<file path="src/rtl/seq_game_core.sv">
// Sequence-memory game core: replays an LFSR sequence of growing length on the
// leds, then checks the player's presses with a per-level idle timeout.
module seq_game_core #(
  parameter int          N_BOTOES        = 4,
  parameter int          MAX_RODADAS     = 16,
  parameter int          LED_CYCLES      = 500,
  parameter int          GAP_CYCLES      = 100,
  parameter int          TIMEOUT_FACIL   = 3000,
  parameter int          TIMEOUT_DIFICIL = 1500,
  parameter int          ALEATORIO       = 1,
  parameter logic [15:0] SEED            = 16'hACE1
) (
  input  logic                           clock,
  input  logic                           reset,
  input  logic                           jogar,
  input  logic                           nivel,
  input  logic                           confirma,
  input  logic [N_BOTOES-1:0]            botoes,
  output logic [N_BOTOES-1:0]            leds,
  output logic                           pronto,
  output logic                           acertou,
  output logic                           errou,
  output logic                           timeout,
  output logic [$clog2(MAX_RODADAS)-1:0] rodada,
  output logic [3:0]                     estado
);
  localparam int B  = $clog2(N_BOTOES);
  localparam int RW = $clog2(MAX_RODADAS);
  localparam int M1 = (LED_CYCLES > GAP_CYCLES) ? LED_CYCLES : GAP_CYCLES;
  localparam int M2 = (TIMEOUT_FACIL > TIMEOUT_DIFICIL) ? TIMEOUT_FACIL : TIMEOUT_DIFICIL;
  localparam int CMAX = (M1 > M2) ? M1 : M2;
  localparam int CW = $clog2(CMAX + 1);

  localparam logic [CW-1:0] LED_LAST = CW'(LED_CYCLES - 1);
  localparam logic [CW-1:0] GAP_LAST = CW'(GAP_CYCLES - 1);
  localparam logic [CW-1:0] TF_LAST  = CW'(TIMEOUT_FACIL - 1);
  localparam logic [CW-1:0] TD_LAST  = CW'(TIMEOUT_DIFICIL - 1);
  localparam logic [RW-1:0] RD_LAST  = RW'(MAX_RODADAS - 1);
  localparam logic [RW-1:0] RF_LAST  = RW'(MAX_RODADAS / 2 - 1);

  typedef enum logic [3:0] {
    INICIAL, CONFIG, PREP_MOSTRA, MOSTRA_LED, MOSTRA_GAP, PREP_JOGA, ESPERA,
    COMPARA, ESPERA_SOLTA, PROX_RODADA, FIM_ACERTO, FIM_ERRO, FIM_TIMEOUT
  } state_t;

  state_t              state_q;
  logic [15:0]         lfsr_q, seed_q, free_q;
  logic [CW-1:0]       cnt_q;
  logic [RW-1:0]       k_q, rodada_q;
  logic                nivel_q;
  logic [N_BOTOES-1:0] leds_q;
  logic                pronto_q, acertou_q, errou_q, timeout_q;

  function automatic logic [N_BOTOES-1:0] onehot(input logic [B-1:0] e);
    onehot    = '0;
    onehot[e] = 1'b1;
  endfunction

  // x^16+x^14+x^13+x^11+1, shifted left, feedback into bit 0
  logic [15:0] lfsr_nx;
  assign lfsr_nx = {lfsr_q[14:0], lfsr_q[15] ^ lfsr_q[13] ^ lfsr_q[12] ^ lfsr_q[10]};

  logic [15:0] seed_raw, seed_new;
  assign seed_raw = (ALEATORIO != 0) ? (SEED ^ free_q) : SEED;
  assign seed_new = (seed_raw == 16'h0) ? 16'hACE1 : seed_raw;

  logic [N_BOTOES-1:0] exp_btn;
  logic [CW-1:0]       t_last;
  logic [RW-1:0]       r_last;
  assign exp_btn = onehot(lfsr_q[B-1:0]);
  assign t_last  = nivel_q ? TD_LAST : TF_LAST;
  assign r_last  = nivel_q ? RD_LAST : RF_LAST;

  always_ff @(posedge clock) begin
    if (reset) begin
      state_q   <= INICIAL;
      lfsr_q    <= '0;
      seed_q    <= '0;
      free_q    <= '0;
      cnt_q     <= '0;
      k_q       <= '0;
      rodada_q  <= '0;
      nivel_q   <= 1'b0;
      leds_q    <= '0;
      pronto_q  <= 1'b0;
      acertou_q <= 1'b0;
      errou_q   <= 1'b0;
      timeout_q <= 1'b0;
    end else begin
      free_q <= free_q + 16'd1;
      case (state_q)
        INICIAL, FIM_ACERTO, FIM_ERRO, FIM_TIMEOUT:
          if (jogar) begin
            state_q   <= CONFIG;
            pronto_q  <= 1'b0;
            acertou_q <= 1'b0;
            errou_q   <= 1'b0;
            timeout_q <= 1'b0;
          end
        CONFIG:
          if (confirma) begin
            nivel_q  <= nivel;
            seed_q   <= seed_new;
            rodada_q <= '0;
            state_q  <= PREP_MOSTRA;
          end
        PREP_MOSTRA: begin
          lfsr_q  <= seed_q;
          k_q     <= '0;
          cnt_q   <= '0;
          leds_q  <= onehot(seed_q[B-1:0]);
          state_q <= MOSTRA_LED;
        end
        MOSTRA_LED:
          if (cnt_q == LED_LAST) begin
            cnt_q   <= '0;
            leds_q  <= '0;
            state_q <= MOSTRA_GAP;
          end else cnt_q <= cnt_q + 1'b1;
        MOSTRA_GAP:
          if (cnt_q == GAP_LAST) begin
            cnt_q <= '0;
            if (k_q == rodada_q) state_q <= PREP_JOGA;
            else begin
              k_q     <= k_q + 1'b1;
              lfsr_q  <= lfsr_nx;
              leds_q  <= onehot(lfsr_nx[B-1:0]);
              state_q <= MOSTRA_LED;
            end
          end else cnt_q <= cnt_q + 1'b1;
        PREP_JOGA: begin
          lfsr_q  <= seed_q;
          k_q     <= '0;
          cnt_q   <= '0;
          state_q <= ESPERA;
        end
        // a press on the last allowed cycle takes priority over the timeout
        ESPERA:
          if (botoes != '0) state_q <= COMPARA;
          else if (cnt_q == t_last) begin
            state_q   <= FIM_TIMEOUT;
            pronto_q  <= 1'b1;
            timeout_q <= 1'b1;
          end else cnt_q <= cnt_q + 1'b1;
        COMPARA: begin
          cnt_q <= '0;
          if (botoes == exp_btn) begin
            leds_q  <= botoes;
            state_q <= ESPERA_SOLTA;
          end else begin
            state_q  <= FIM_ERRO;
            pronto_q <= 1'b1;
            errou_q  <= 1'b1;
          end
        end
        ESPERA_SOLTA: begin
          cnt_q  <= '0;
          leds_q <= botoes;
          if (botoes == '0) begin
            if (k_q < rodada_q) begin
              k_q     <= k_q + 1'b1;
              lfsr_q  <= lfsr_nx;
              state_q <= ESPERA;
            end else if (rodada_q == r_last) begin
              state_q   <= FIM_ACERTO;
              pronto_q  <= 1'b1;
              acertou_q <= 1'b1;
            end else state_q <= PROX_RODADA;
          end
        end
        PROX_RODADA: begin
          if (rodada_q != r_last) rodada_q <= rodada_q + 1'b1;
          state_q <= PREP_MOSTRA;
        end
        default: state_q <= INICIAL;
      endcase
    end
  end

  assign leds    = leds_q;
  assign pronto  = pronto_q;
  assign acertou = acertou_q;
  assign errou   = errou_q;
  assign timeout = timeout_q;
  assign rodada  = rodada_q;
  assign estado  = state_q;
endmodule
</file>
<file path="config.mk">
export PLATFORM = sky130hd
export DESIGN_NAME = seq_game_core
export DESIGN_NICKNAME = d
export VERILOG_FILES = /design/src/rtl/seq_game_core.sv
export SDC_FILE = /design/constraint.sdc
export NUM_CORES = 1
export LEC_CHECK = 0
export BUFFER_PORTS_ARGS = -buffer_cell sky130_fd_sc_hd__buf_4
export CORE_MARGIN = 3
export CORE_UTILIZATION = 25
export DETAILED_ROUTE_END_ITERATION = 10
export PLACE_DENSITY = 0.5
export RECOVER_POWER = 100
export SYNTH_ARGS = -nofsm -noshare
export SYNTH_HDL_FRONTEND = slang
export SYNTH_SLANG_ARGS = --single-unit
</file>
<file path="constraint.sdc">
create_clock -name clock -period 2.83 [get_ports clock]
set_input_delay 0.7075 -clock clock [delete_from_list [all_inputs] [get_ports clock]]
set_output_delay 0.7075 -clock clock [all_outputs]
set_load 0.005 [all_outputs]
</file>
==> out/summary.json <==
{
  "placement": {
    "place.detailed.instances": 738,
    "dp.final_hpwl_um": 7506,
    "io_buffers": 24,
    "globalplace.congestion": 0.8640,
    "pre_cts_ws_ps": 210.2
  },
  "critical_path": {
    "cpPeakStageDelay_ps": 570,
    "worst-path-max-fanout": 13,
    "worst_path_max_delay_cell": "sky130_fd_sc_hd__dfxtp_1",
    "criticalPathCategory": "register to register",
    "required_ps": 3040,
    "ff2ff_path_depth": 7,
    "critPathCaptureType": "register",
    "cp.buffers_inverters": 1,
    "arrival_ps": 2800,
    "critical_path.cell_chain": "clkbuf_1, nand4bb_1, o22ai_1, nor2_1, o311a_1, o21ai_1, mux2_1",
    "crit_path_start": "estado[3]",
    "worst_path_dominant_cell_family": "flip-flops",
    "worst_r2r_start": "estado[3]",
    "critical_path_cell_count": 7,
    "reg2reg_to": "estado[2]",
    "critPathCapture": "estado[2]",
    "setup_crit_start_kind": "register",
    "timing.reg2reg.setup_slack_ps": 250
  },
  "routing": {
    "routed_wl_um": 10550,
    "route.detailed.vias_per_inst": 4.981,
    "detail_route.iter0.violations": 256,
    "route.detailed.drc": 0,
    "drt-wirelength-per-cell_um": 14.00,
    "dr.pass1.iters": 4,
    "routed-via-count": 3756,
    "ant_nets": 0
  },
  "sta": {
    "finalMaxSlewViolations": 0,
    "fin_crit_ps": 2582,
    "fin_hold_ws_ps": 454.7,
    "period_share_pct": 91.22,
    "layout_setup_ws_ps": 248.4,
    "finalSetupViolCount": 0,
    "rsz_0062_raised_after_global_routing": "false",
    "hold_viol": 0,
    "worst-slew-pin-transition_ps": 1393,
    "fin_worst_skew_ps": 11.67,
    "worst_slew_margin_relative_to_its_limit_pct": 7.121,
    "finalSetupTns_ps": 0,
    "clock.fmax_ghz": 0.3874
  },
  "yosys": {
    "seq_area_frac_synth_pct": 37.17,
    "synth.avg_cell_area_um2": 8.605,
    "synth_top_family_by_area": "simple AND/OR/NAND/NOR gates",
    "netlist.top_cell.by_area": "sky130_fd_sc_hd__dfxtp_1",
    "synthDominantCellAreaShare_pct": 37.17,
    "synth-seq-cells": 81,
    "synth_xor_area_share_pct": 4.216,
    "ys_warn_count": 0,
    "synth-adder-area-share_pct": 2.581,
    "synth_flop_cell": "sky130_fd_sc_hd__dfxtp_1",
    "synth_cell_types": 65,
    "synthCells": 507,
    "edff_count_synth": 0,
    "post_synth_and_or_nand_nor_area_fraction_pct": 25.47,
    "yosys-top-cells-area": "sky130_fd_sc_hd__dfxtp_1 (37%), sky130_fd_sc_hd__nor2_1 (6.3%), sky130_fd_sc_hd__mux2i_1 (5.0%)",
    "postSynthNetCount": 525,
    "synth_compound_area_share_pct": 19.47,
    "synthMuxAreaShare_pct": 6.338,
    "synthesized_area_um2": 4363,
    "synth_async_reset_ratio_pct": 0
  },
  "layout": {
    "antenna_cells_inserted": 0,
    "multiInputGateArea_um2": 2511,
    "fraction_of_final_layout_cells_sized_beyond_drive_strength_1_pct": 13.30,
    "stdcell_count": 754,
    "final.fill_count": 1811,
    "area.sequential_um2": 1622,
    "final_net_count": 547,
    "syn_to_final_growth_pct": 14.71
  },
  "clocking": {
    "holdBufCountCts": 0,
    "cts.repair_timing.setup_buffer_count": 0,
    "clkTransAtPathRegs_ps": 60,
    "cts.sinks": 81,
    "clock_insertion_delay_worst_skew_ps": 340,
    "tritoncts": "done",
    "ctsResizeCount": 0,
    "cts_inserted_buffers": 9,
    "cts.path.max_buffers": 2,
    "cts_root_buffer": "sky130_fd_sc_hd__clkbuf_16",
    "cts_htree_levels": 3
  },
  "global_routing": {
    "largest_net_degree_at_the_start_of_global_routing": 62,
    "grt_remaining_overflow": 0,
    "first_global_vias": 3562,
    "grt.met2_usage_pct": 17.78,
    "grt_usage_pct": 11.09,
    "grt.met1_usage_pct": 15.00,
    "grt_first_pass_wirelength_um": 17950,
    "grt-busiest-layer": "met2",
    "groute.layer.met3.usage_pct": 2.452,
    "grt_antenna_before_repair": 0
  },
  "floorplanning": {
    "initial_utilization_pct": 25.94,
    "vertical_extent_of_the_die_um": 138.1,
    "boundaryPins": 25,
    "dieArea_um2": 19070,
    "core_footprint_um2": 16820,
    "placement_rows": 47,
    "dieWidth_um": 138.1
  },
  "hold_path": {
    "timing.hold.worst.start": "seed_q[2]",
    "hold_path_class": "register to register"
  },
  "power": {
    "p_per_area_nw_per_um2": 824.8,
    "vdd_drop_max_uv": 338.2,
    "leakage_nw": 1.674,
    "total_power_w": 0.004128
  },
  "flow_run": {
    "max_cap_violations": 0
  },
  "outcome": {
    "outcome": "complete, no violations"
  }
}
[state kept, by name (all words and copies together), names as in the netlist, 4 cells and up]
register / count
free_q: 16
lfsr_q: 16
seed_q: 16
cnt_q: 12
estado: 4
k_q: 4
leds: 4
rodada: 4
[Yosys cell counts (all sizes together) (4+ instances only)]
cell type and instances:
xor2 10, a221o 4, nor2 73, nand2 43
nor3 9, buf 19, or3 13, nor3b 4
ha 9, nor2b 4, xnor2 11, dfxtp 81
a21oi 38, nand4 9, a211oi 24, clkbuf 9
and2 4, o21ai 18, a31oi 4, nor4b 7
nand3 19, mux2 5, inv 13, mux2i 22
and3 5, o211ai 4
[worst min path at each step]
stage	endpoint	depth (start not counted)
detailed placement	seed_q[2]	2
finish	seed_q[2]	2
floorplan	seed_q[12]	2
global route	seed_q[12]	2
CTS	seed_q[2]	2
global placement	seed_q[2]	2
[per-stage QoR]
| stage | util [%] | instance area, um^2 |
|---|---|---|
| global placement | 28.45 | 4785 |
| floorplan | - | 4363 |
| detailed placement | 28.45 | 4785 |
| CTS | 30.06 | 5056 |
| global route | 29.76 | 5005 |
| finish | 29.76 | 5005 |
[cell families (layout without fill, tap and decap cells)]
| group | count (synthesis) | in the layout |
|---|---|---|
| xor gates and xnor gates | 21 | 21 |
| DFF | 81 | 81 |
| AOI/OAI and AO/OA | 114 | 114 |
| adders and majority gates | 9 | 9 |
| and+or+nand+nor | 214 | 214 |
| muxes | 27 | 27 |
| buffers and inverters | 41 | 68 |
[worst min-delay path, delay by kind of cell (launching register included)]
kind	cells	cell delay, ps
flip-flops	1	310
AND/OR/NAND/NOR	1	50
AO/OA/AOI/OAI	1	50
[layout make-up]
class / instances / area share (%)
Clock inverter: 5 / 0.7750
Sequential cell: 81 / 32.40
Multi-Input combinational cell: 385 / 50.18
Inverter: 13 / 0.9750
Timing Repair Buffer: 39 / 5.525
Clock buffer: 11 / 4.650
Tap cell: 220 / 5.500
[routing by layer]
metal / up-vias / wire (um) / part of all wire [%]
met3: 11 / 421 / 4.0
met4: 0 / 117 / 1.1
met2: 69 / 4957 / 47
met5: - / 0 / 0
li1: 1890 / - / -
met1: 1786 / 5057 / 48
[cells in the final DEF, fill, tap and decap left out, types with 10 or more instances in the layout]
master	netlist	final
sky130_fd_sc_hd__a211oi_1	9	12
sky130_fd_sc_hd__a211oi_2	15	12
sky130_fd_sc_hd__a21oi_1	36	36
sky130_fd_sc_hd__buf_4	4	21
sky130_fd_sc_hd__dfxtp_1	81	81
sky130_fd_sc_hd__inv_1	11	11
sky130_fd_sc_hd__mux2i_1	22	22
sky130_fd_sc_hd__nand2_1	43	43
sky130_fd_sc_hd__nand3_1	18	18
sky130_fd_sc_hd__nor2_1	73	73
sky130_fd_sc_hd__o21ai_0	16	16
sky130_fd_sc_hd__or3_1	13	13
sky130_fd_sc_hd__xnor2_1	11	11
sky130_fd_sc_hd__xor2_1	10	10
[power by group]
part / internal (W) / switching (W)
Sequential: 0.00132 / 0.000200
Clock: 0.000601 / 0.000479
Combinational: 0.000655 / 0.000877
Total: 0.00257 / 0.00156
Power figures use the tool's default switching activity.
